==> config.mk <==
export PLATFORM = sky130hd
export DESIGN_NAME = instr_decode
export DESIGN_NICKNAME = d
export VERILOG_FILES = /design/src/rtl/instr_decode.sv
export SDC_FILE = /design/constraint.sdc
export NUM_CORES = 1
export LEC_CHECK = 0
export ABC_AREA = 1
export BUFFER_PORTS_ARGS = -buffer_cell sky130_fd_sc_hd__clkbuf_2
export CAP_MARGIN = 20
export CORE_MARGIN = 1.5
export CORE_UTILIZATION = 45
export CTS_BUF_LIST = sky130_fd_sc_hd__clkbuf_4 sky130_fd_sc_hd__clkbuf_8 sky130_fd_sc_hd__clkbuf_16
export CTS_CLUSTER_DIAMETER = 40
export DETAILED_ROUTE_END_ITERATION = 8
export SYNTH_ARGS = -nofsm -noshare
export SYNTH_HDL_FRONTEND = slang
export SYNTH_SLANG_ARGS = --single-unit
export TNS_END_PERCENT = 5
==> constraint.sdc <==
create_clock -name clk -period 24.8 [get_ports clk]
set_input_delay 6.2 -clock clk [delete_from_list [all_inputs] [get_ports clk]]
set_output_delay 6.2 -clock clk [all_outputs]
set_load 0.01 [all_outputs]
==> src/rtl/instr_decode.sv <==
// Instruction decode stage: register file with write-through bypass,
// opcode decode into one-hot ALU select plus control, operand fetch and
// data-hazard (forwarding select) detection against the previous issue.
// All outputs are registered, one cycle behind instr/instr_valid.
module instr_decode (
   input  logic        clk,
   input  logic        rst,
   input  logic        instr_valid,
   input  logic [15:0] instr,
   input  logic        flush,
   input  logic        wb_en,
   input  logic [3:0]  wb_addr,
   input  logic [15:0] wb_data,
   output logic        is_add,
   output logic        is_sub,
   output logic        is_and,
   output logic        is_or,
   output logic        is_gt,
   output logic        is_eq,
   output logic        is_mem_write,
   output logic        is_reg_write,
   output logic        is_halt,
   output logic        is_branch,
   output logic [15:0] val1,
   output logic [15:0] val2,
   output logic [15:0] val3,
   output logic        is_val1_data_hazard,
   output logic        is_val2_data_hazard,
   output logic        is_mem_data_hazard
);

   // Control vector bit positions: {add,sub,and,or,gt,eq,mem_write,reg_write,halt,branch}
   localparam logic [9:0] C_ADD  = 10'b10_0000_0000;
   localparam logic [9:0] C_EQ   = 10'b00_0001_0000;
   localparam logic [9:0] C_MEMW = 10'b00_0000_1000;
   localparam logic [9:0] C_REGW = 10'b00_0000_0100;
   localparam logic [9:0] C_HALT = 10'b00_0000_0010;
   localparam logic [9:0] C_BR   = 10'b00_0000_0001;

   localparam logic [3:0] OP_LOAD  = 4'd6;
   localparam logic [3:0] OP_STORE = 4'd7;
   localparam logic [3:0] OP_BEQ   = 4'd8;
   localparam logic [3:0] OP_LI    = 4'd9;
   localparam logic [3:0] OP_HALT  = 4'd15;

   logic [15:0] r_regs [16];
   logic [9:0]  r_ctrl;
   logic [15:0] r_val1, r_val2, r_val3;
   logic        r_haz1, r_haz2, r_hazm;
   logic [3:0]  r_last_rd;
   logic        r_last_wr, r_last_load;
   logic        r_halted;

   logic [3:0]  w_op, w_rd, w_rs1, w_rs2;
   logic [15:0] w_rs1_val, w_rs2_val, w_rd_val;
   logic        w_rs1_hit, w_rs2_hit;
   logic [9:0]  w_ctrl;
   logic [15:0] w_val1, w_val2, w_val3;
   logic        w_haz1, w_haz2, w_hazm;
   logic        w_track_wr, w_track_load, w_halted_n;

   assign w_op  = instr[15:12];
   assign w_rd  = instr[11:8];
   assign w_rs1 = instr[7:4];
   assign w_rs2 = instr[3:0];

   // r0 is hard zero; a same-cycle writeback to the read index is passed through
   assign w_rs1_val = (w_rs1 == 4'd0) ? 16'd0 :
                      (wb_en && (wb_addr == w_rs1)) ? wb_data : r_regs[w_rs1];
   assign w_rs2_val = (w_rs2 == 4'd0) ? 16'd0 :
                      (wb_en && (wb_addr == w_rs2)) ? wb_data : r_regs[w_rs2];
   assign w_rd_val  = (w_rd == 4'd0) ? 16'd0 :
                      (wb_en && (wb_addr == w_rd)) ? wb_data : r_regs[w_rd];

   // A source matches the register written by the instruction issued last cycle
   assign w_rs1_hit = r_last_wr && (r_last_rd != 4'd0) && (w_rs1 == r_last_rd);
   assign w_rs2_hit = r_last_wr && (r_last_rd != 4'd0) && (w_rs2 == r_last_rd);

   // Decode the current instruction into next-cycle controls, operands and hazard flags
   always_comb begin
      w_ctrl       = 10'd0;
      w_val1       = 16'd0;
      w_val2       = 16'd0;
      w_val3       = 16'd0;
      w_haz1       = 1'b0;
      w_haz2       = 1'b0;
      w_track_wr   = 1'b0;
      w_track_load = 1'b0;
      w_halted_n   = r_halted;
      if (r_halted) begin
         w_ctrl = C_HALT;
      end else if (instr_valid && !flush) begin
         case (w_op)
            4'd0, 4'd1, 4'd2, 4'd3, 4'd4, 4'd5: begin
               w_ctrl     = C_REGW | (C_ADD >> w_op);
               w_val1     = w_rs1_val;
               w_val2     = w_rs2_val;
               w_val3     = {12'd0, w_rd};
               w_haz1     = w_rs1_hit;
               w_haz2     = w_rs2_hit;
               w_track_wr = 1'b1;
            end
            OP_LOAD: begin
               w_ctrl       = C_ADD | C_REGW;
               w_val1       = w_rs1_val;
               w_val3       = {12'd0, w_rd};
               w_haz1       = w_rs1_hit;
               w_track_wr   = 1'b1;
               w_track_load = 1'b1;
            end
            OP_STORE: begin
               w_ctrl = C_ADD | C_MEMW;
               w_val1 = w_rs1_val;
               w_val2 = w_rs2_val;
               w_haz1 = w_rs1_hit;
               w_haz2 = w_rs2_hit;
            end
            OP_BEQ: begin
               // Execute masks reg_write for branches, so it is not tracked as a writer
               w_ctrl = C_EQ | C_REGW | C_BR;
               w_val1 = w_rs1_val;
               w_val2 = w_rs2_val;
               w_val3 = w_rd_val;
               w_haz1 = w_rs1_hit;
            end
            OP_LI: begin
               w_ctrl     = C_ADD | C_REGW;
               w_val1     = {8'd0, instr[7:0]};
               w_val3     = {12'd0, w_rd};
               w_track_wr = 1'b1;
            end
            OP_HALT: begin
               w_ctrl     = C_HALT;
               w_halted_n = 1'b1;
            end
            default: begin
               w_ctrl = 10'd0;
            end
         endcase
      end else begin
         w_ctrl = 10'd0;
      end
      w_hazm = r_last_load && (w_haz1 || w_haz2);
   end

   // Register file: r0 is never written; writeback proceeds even during a flush
   always_ff @(posedge clk or posedge rst) begin
      if (rst) begin
         for (int i = 0; i < 16; i++) begin
            r_regs[i] <= 16'd0;
         end
      end else if (wb_en && (wb_addr != 4'd0)) begin
         r_regs[wb_addr] <= wb_data;
      end
   end

   // Output, hazard-tracking and halt registers
   always_ff @(posedge clk or posedge rst) begin
      if (rst) begin
         r_ctrl      <= 10'd0;
         r_val1      <= 16'd0;
         r_val2      <= 16'd0;
         r_val3      <= 16'd0;
         r_haz1      <= 1'b0;
         r_haz2      <= 1'b0;
         r_hazm      <= 1'b0;
         r_last_rd   <= 4'd0;
         r_last_wr   <= 1'b0;
         r_last_load <= 1'b0;
         r_halted    <= 1'b0;
      end else begin
         r_ctrl      <= w_ctrl;
         r_val1      <= w_val1;
         r_val2      <= w_val2;
         r_val3      <= w_val3;
         r_haz1      <= w_haz1;
         r_haz2      <= w_haz2;
         r_hazm      <= w_hazm;
         r_last_rd   <= w_track_wr ? w_rd : 4'd0;
         r_last_wr   <= w_track_wr;
         r_last_load <= w_track_load;
         r_halted    <= w_halted_n;
      end
   end

   assign {is_add, is_sub, is_and, is_or, is_gt, is_eq,
           is_mem_write, is_reg_write, is_halt, is_branch} = r_ctrl;
   assign val1                = r_val1;
   assign val2                = r_val2;
   assign val3                = r_val3;
   assign is_val1_data_hazard = r_haz1;
   assign is_val2_data_hazard = r_haz2;
   assign is_mem_data_hazard  = r_hazm;

endmodule

# After elaboration in Yosys (flattened, before gate mapping)
# Cells that the tools add are included.
totals:
  reg_bits: 324
  word_cells: 122
classes:
  eq_ne: 15
  order_cmp: 5
  n_reduce_logical: 24
  bitwise: 4
  shift: 1
  muxes: 46
ops:
  columns: ["cell", "n"]
  rows:
  - ["2-to-1 mux 16 bit", 20]
  - ["bitwise mux 256 bit", 1]
  - ["binary-select mux 16 bit (select 4 bit)", 3]
  - ["demux 16 bit (select 4 bit)", 1]
  - ["one-hot mux 16 bit (2 select lines)", 2]
  - ["one-hot mux 10 bit (5 select lines)", 1]
  - ["equality test 4 bit", 5]
  - [">= comparator 5 bit (second input constant)", 4]
  - ["2-to-1 mux 10 bit", 2]
  - ["inverter 4 -> 5 bit", 4]
  - ["equality test 4 x 3 -> 1 bit (second input constant)", 4]
  - ["logical NOT 4 bit", 4]
  - ["OR reduction 8 bit", 2]
  - ["2-to-1 mux 1 bit", 15]
  - ["equality test 4 bit (second input constant)", 3]
  - ["logical AND 1 bit", 10]
  - [">> shifter 10 x 4 -> 10 bit (first input constant)", 1]
  - ["OR reduction 9 bit", 1]
  - ["equality test 4 x 2 -> 1 bit (second input constant)", 2]
  - ["nonzero test 4 bit", 2]
  - ["OR reduction 7 bit", 1]
  - ["OR reduction 6 bit", 1]
  - ["less-than comparator 5 x 1 -> 1 bit (second input constant)", 1]
  - ["equality test 4 x 1 -> 1 bit (second input constant)", 1]
  - ["other kinds (4)", 4]

# Logic depth before layout (Yosys ltp)
# Gate-level depths: netlist (run 1).
logic_depth:
  word_depth: 9
  ltp_mapped: 13

# Least setup slack after synthesis (run 1)
# OpenSTA, ideal clock, no wires.
synth_timing:
  path_type: "input-to-reg"
  from: "in wb_addr[2]"
  to: "reg r_val1[11] (netlist: val1[11])"
  path_buffers: 2
  setup_slack_ns: 17.520
  cell_stages: 8
  t_required_ns: 24.681
  setup_ns: 0.119
  arrival_time_ns: 7.161
  path_cell_list: "buf_4 xnor2_1 nand3_1 nor2_4 inv_2 buf_6 o21ai_1 nor2_1"
synth_between:
  elab_chain_len: 7
synth_lines:
  columns: ["item", "line", "rtl"]
  rows:
  - ["start, declared", "12", "input logic [3:0] wb_addr,"]
  - ["equality test 4 bit", "69", "(wb_en && (wb_addr == w_rs1)) ? wb_data : r_regs[w_rs1];"]
  - ["logical AND 1 bit", "69", null]
  - ["2-to-1 mux 16 bit", "69", null]
  - ["2-to-1 mux 16 bit", "68", "assign w_rs1_val = (w_rs1 == 4'd0) ? 16'd0 :"]
  - ["one-hot mux 16 bit (2 select lines)", "93", "case (w_op)"]
  - ["2-to-1 mux 16 bit", "92", "end else if (instr_valid && !flush) begin"]
  - ["2-to-1 mux 16 bit", "90", "if (r_halted) begin"]
  - ["net w_val1[11]", "58", "logic [15:0] w_val1, w_val2, w_val3;"]
  - ["end signal, assigned", "173", "r_val1 <= w_val1;"]
  - ["end, declared", "48", "logic [15:0] r_val1, r_val2, r_val3;"]
# The timed path passes the listed nets, and every way through them passes these cells.
# A chain may end at the register's enable or synchronous reset.

# Worst setup path after layout (run 1)
layout_timing:
  from: "in instr[8]"
  to: "reg r_val3[11] (netlist: val3[11])"
layout_between:
  elab_chain_len: 9
  word_cells_on_any_way: 12
  cone_classes: "eq/ne: 1; mux: 8; bitwise: 1; reduce/logical: 2"
layout_lines:
  columns: ["item", "line", "rtl"]
  rows:
  - ["start, declared", "9", "input logic [15:0] instr,"]
  - ["inverter 4 -> 5 bit (implied by the code)", "73", "(wb_en && (wb_addr == w_rd)) ? wb_data : r_regs[w_rd];"]
  - ["binary-select mux 16 bit (select 4 bit)", "73", null]
  - ["2-to-1 mux 16 bit (implied by the code) (2 in a row)", "73", null]
  - ["2-to-1 mux 16 bit", "73", null]
  - ["2-to-1 mux 16 bit (*)", "72", "assign w_rd_val = (w_rd == 4'd0) ? 16'd0 :"]
  - ["one-hot mux 16 bit (2 select lines) (*)", "93", null]
  - ["2-to-1 mux 16 bit (*)", "92", null]
  - ["2-to-1 mux 16 bit (*)", "90", null]
  - ["net w_val3[11]", "58", null]
  - ["end signal, assigned", "175", "r_val3 <= w_val3;"]
  - ["end, declared", "48", null]
# Mark *: on every way through the listed nets, which the timed path passes. The rest lies on a longest branch. The select of a mux whose other input is x is not followed.

==> results of run 1 <==
==> worst paths after layout <==
kind | startpoint | to | cells past startpoint
setup / recovery | instr[8] | val3[11] | 9
hold / removal | r_regs[252] | r_regs[252] | 0
setup reg to reg | r_halted | val2[15] | 8
hold reg to reg | r_regs[252] | r_regs[252] | 0
max in group asynchronous | rst | val3[14] | 4
min in group asynchronous | rst | r_regs[139] | 2
==> cell type report <==
cell class	instances	area [µm²]	share of cell area, %
multi-input combinational	2001	9430	43.2
tap	539	674	3.09
timing repair buffer	140	828	3.79
inverter	194	741	3.39
clock buffer	66	1550	7.11
sequential	324	8110	37.1
clock inverter	41	517	2.36
==> layer usage <==
layer  vias to the layer above  wire length, µm  track usage [%]
met5                         -                0                0
met4                         0             4010             18.3
met3                       248             9490             9.74
met2                      1262            33800             53.4
met1                      9289            31900             48.2
li1                       9137                -                -
==> cells in the final DEF, fill, tap and decap left out, types with 5 or more instances in the layout <==
| master | netlist | routed |
|---|---|---|
| clkbuf_16 | 0 | 59 |
| nor2_4 | 5 | 5 |
| a21oi_1 | 279 | 279 |
| o211ai_1 | 70 | 70 |
| inv_2 | 25 | 25 |
| o21ai_2 | 11 | 11 |
| inv_1 | 162 | 160 |
| clkinv_1 | 5 | 5 |
| nand3_1 | 204 | 203 |
| o211a_1 | 15 | 15 |
| nor4_1 | 5 | 5 |
| bufinv_16 | 0 | 9 |
| dfrtp_1 | 324 | 324 |
| inv_6 | 0 | 8 |
| clkinvlp_4 | 0 | 8 |
| clkinv_2 | 1 | 9 |
| nor2_1 | 211 | 208 |
| o21ai_0 | 458 | 458 |
| clkinv_4 | 0 | 8 |
| o21ai_1 | 79 | 79 |
| nand2_1 | 625 | 622 |
| buf_4 | 22 | 41 |
| nor2_2 | 8 | 11 |
| clkbuf_2 | 0 | 96 |
==> cells by family (layout without fill, tap and decap cells) <==
family | count (synthesis) | count (layout) | share of synthesized area, %
xor gates and xnor gates | 4 | 4 | 0.180
DFF | 324 | 324 | 41.7
and+or+nand+nor | 1072 | 1072 | 22.7
AOI/OAI and AO/OA | 924 | 924 | 25.5
buffers and inverters | 430 | 441 | 9.81
muxes | 1 | 1 | 0.0515
==> per-stage QoR <==
step | std cells | cell area (µm²)
after floorplan | 2755 | 19400
after global placement | 3197 | 19800
after detailed placement | 3197 | 19800
after CTS | 3304 | 21800
after global routing | 3305 | 21900
final | 3305 | 21900
==> sequential cells by signal (all words and copies together) (netlist names) <==
register             flops
r_halted                 1
r_last_load              1
val2                    16
is_mem_data_hazard       1
is_val1_data_hazard      1
val1                    16
r_last_rd                4
r_ctrl                  10
r_regs                 256
val3                    16
r_last_wr                1
is_val2_data_hazard      1
==> power by group through the flow <==
stage	combinational [mW]	sequential [mW]	clock, mW
floorplan	0.246	0.669	0
global placement	0.318	0.687	0
detailed placement	0.326	0.688	0
CTS	0.327	0.681	0.854
global route	0.379	0.695	0.878
finish	0.333	0.685	0.849
==> worst reg2reg max path, delay by kind of cell, from the launching register on <==
kind / cells / cell delay (ns)
AO/OA/AOI/OAI: 1 / 0.17
buffers and inverters: 3 / 0.66
flip-flops: 1 / 0.38
AND/OR/NAND/NOR: 4 / 0.56
==> metrics.cfg, run 1 <==
[status]
status=completed

[setup_path]
crit_family=buffers and inverters
worst-r2r-setup-slack_ns=22.96
cp_slowest_cell=clkinv_2
cp_slowest_stage_delay_ns=0.97
worst-path-max-fanout=87
setup.worst_path.end_class=flip-flop
cp_num_buf_inv=3
worstPathCellList=buf_4, clkinv_2, buf_4, o21ai_0, a21oi_1, o21ai_0, nand3_1, nand2_1, a21oi_1
startpoint_type=input port
arrival_ns=9.33
cp.required_ns=25.26
critPathKind=input port to flip-flop

[timing]
worst_slack_ns=15.93
relSlewSlack_pct=20.6
fmax_ghz=0.113
fin_crit_ns=8.87
finClkSkew_ns=0.0246
worst_pin_slew_ns=1.19
setup-violations-final=0
hold_viol_final=0
tns_ns=0
drv_slew=0
finalCritPeriodShare_pct=35.8
holdWs_ns=0.378
rsz0062_at_grt=false

[routing]
drt-initial-drc-count=2632
drtPass1Iterations=7
vias_per_cell=6.03
routed_wl_mm=79.2
ant_nets=0
vias=19900
wl_per_cell_um=23.9
drc=0

[job]
drv_cap=0

[logic_synthesis]
synth-seq-cells=324
synth-edff-count=0
synth_cells=2755
yosysTopAreaCell=dfrtp_1
ys_seq_area_share_pct=41.7
synth-main-ff-cell=dfrtp_1
netlist_area_mm2=0.0194
synth_most_common_cell=nand2_1
synthTopCellsByArea=dfrtp_1 (42%), nand2_1 (12%), o21ai_0 (12%), a21oi_1 (7.2%), nand3_1 (5.3%)
syn_nets=2796
yosysWarningCount=0
synth.distinct_cells=41
synth_top_area_share_pct=41.7
syn_avg_cell_area_um2=7.05
synth_common_cells=nand2_1 (625), o21ai_0 (458), dfrtp_1 (324)
synthArstFlopShare_pct=100

[die]
dieArea_mm2=0.0444
io_pins=102
initial_core_util_pct=46.0
coreArea_mm2=0.0422
rows=75
die_w_um=211
die_h_um=211

[layout]
fin_util_pct=51.8
synthToLayoutAreaGrowth_pct=12.5
drive_gt1_share_pct=11.4
nFillCells=4043
antenna_cells=0
nets=2760

[cts]
cts_tree=built
clk_pin_slew_worst_paths_ns=0.06
cts_resized=0
cts_hold_buf=0
cts_root_buf=clkbuf_16
cts_inserted_buffers=58
htreeDepth=2
clock_latency_ns=0.62
cts_setup_buffers=0
cts_buffer_depth=3
clkSinkCount=324

[global_route]
grt_max_degree=146
antenna_found_initial=0
grt_pass1_wl_mm=120
grt_overflow=0
grt_pass1_vias=19100
grt_usage_pct=36.0

[place]
hpwl_mm=45.6
io_buffers=101
routabilityCongestion=0.884
post-place-ws_ns=15.39

[power_and_ir_drop]
cellLeakagePower_nw=10.2
power_frac_clock_pct=45.5
switchingPower_mw=0.598
irDropWorstVdd_v=0.0000601
combPwrFrac_pct=17.8
sequentialPowerShare_pct=36.7
intPower_mw=1.27
total_power_mw=1.87
power_density_mw_per_mm2=85.4
swShare_pct=32.0

[worst_hold_path]
hold_class=flip-flop to flip-flop

Note: power is estimated with default switching activity, not from simulation.
==> run 2: changes to the inputs <==
clock period = 8.3 ns   (was 24.8 ns; I/O delays follow)
==> run 2 against run 1 <==
Sequential power grew to 3.0 times the previous value. Critical path depth shrank 1. Via count grew 2.9%. Setup slack lost 13 ns. Clock-buffer cell count shrank 1. Cell count grew 0.24%. Die area is the same. Clock skew shrank 0.012 ns. Register-to-register slack lost 17 ns. Sequential share of layout area shrank 0.15 points. Non-clock buffer count grew 5. Hold slack lost 0.0061 ns.
==> metrics.cfg, run 2 (synthesis gave the netlist of run 1 again) <==
[status]
status=completed

[setup_path]
worst-r2r-setup-slack_ns=6.42
startpoint_type=input port
crit_end=val3[9]
setup.worst_path.end_class=flip-flop
rr_endpoint=val2[7]
worstRegToRegCells=8
crit_start=instr[8]
reg2reg_from=r_halted
worst-path-max-fanout=89
critPathKind=input port to flip-flop
cp.required_ns=8.82
arrival_ns=5.44

[layout]
drive_gt1_share_pct=11.6
final_cell_mix=nand2_1 (623), o21ai_0 (458), dfrtp_1 (324), a21oi_1 (279), nor2_1 (208)
regMostFlops=r_regs
largest_reg_flops=256
final_common_cell=nand2_1
antenna_cells=0
nets=2766
fin_util_pct=52.0
synthToLayoutAreaGrowth_pct=13.0

[global_route]
antenna_found_initial=1
grt_overflow=0
grt_max_degree=131
grt_usage_pct=35.8
grt_pass1_vias=19100
grt_pass1_wl_mm=120

[place]
routabilityCongestion=0.909
io_buffers=101
hpwl_mm=46.6

[power_and_ir_drop]
cellLeakagePower_nw=10.2
irDropWorstVdd_v=0.000146
power_density_mw_per_mm2=256

[timing]
fmax_ghz=0.203
tns_ns=0
fin_crit_ns=4.92
relSlewSlack_pct=17.4
setup-violations-final=0
worst_pin_slew_ns=1.24
rsz0062_at_grt=false
finalCritPeriodShare_pct=59.3
finClkSkew_ns=0.0122
holdWs_ns=0.372
hold_viol_final=0
drv_slew=0

[die]
die_h_um=211
die_w_um=211
initial_core_util_pct=46.0
dieArea_mm2=0.0444
io_pins=102
rows=75
coreArea_mm2=0.0422

[routing]
drc=0
ant_nets=0
drt-initial-drc-count=2983
vias=20500
routed_wl_mm=79.6
drtPass1Iterations=6
vias_per_cell=6.19
wl_per_cell_um=24.0

[cts]
cts_root_buf=clkbuf_16
clock_latency_ns=0.61
cts_tree=built
clkSinkCount=324
cts_inserted_buffers=59
cts_buffer_depth=3
htreeDepth=2
cts_resized=0
clk_pin_slew_worst_paths_ns=0.05
cts_hold_buf=0
cts_setup_buffers=0

[worst_hold_path]
hold_class=flip-flop to flip-flop

[job]
drv_cap=0

## run 2: cell types whose count changed in the layout (fill, tap and decap cells not counted), moves of 2 or more
| cell | delta |
|---|---|
| inv_8 | -2 |
| inv_6 | +3 |
| buf_4 | +3 |
| clkinv_2 | +3 |
## run 2: how the worst min path moves through the flow
stage	start	end	slack [ns]	depth (start not counted)
after global placement	r_regs[250]	r_regs[250]	0.37	0
final	r_regs[248]	r_regs[248]	0.37	0
after floorplan	r_halted	r_ctrl[9]	0.41	1
after detailed placement	r_regs[248]	r_regs[248]	0.37	0
after global routing	r_regs[248]	r_regs[248]	0.38	0
after CTS	r_regs[248]	r_regs[248]	0.38	0
## run 2: critical path, cell delays in order
cell and delay, ns:
buf_4 0.74, clkinv_2 0.97, buf_4 0.64, nand2_1 0.18, nand3_1 0.13, inv_2 0.35
o21ai_1 0.14, a21oi_1 0.16
## run 2: layout make-up
type                    count  area (µm²)
clock buffers              65        1550
clock inverters            45         561
fillers                  4135       20300
inverters                 194         737
multi-input cells        2001        9430
flip-flops and latches    324        8110
well taps                 539         674
repair buffers            145         886
## run 2: through the flow
stage	std cells	cell area, µm²	total power, mW	worst slack (ns)
floorplan	2755	19400	2.73	1.90
detailed placement	3200	19800	3.03	2.89
CTS	3310	21900	5.61	3.52
global placement	3200	19800	3.00	2.97
finish	3313	21900	5.63	3.38
global route	3313	21900	5.87	3.24
## run 2: power by group
group / switching [mW] / internal [mW] / total (mW)
combinational: 0.680 / 0.321 / 1.00
clock: 0.916 / 1.67 / 2.58
sequential: 0.203 / 1.84 / 2.04
## run 2: per-layer routing
layer / up-vias / GRT usage [%] / part of all wire [%]
met4: 0 / 17.7 / 5.0
li1: 9151 / - / -
met1: 9670 / 49.7 / 40
met3: 283 / 7.23 / 12
met2: 1402 / 53.3 / 42
met5: - / 0 / 0
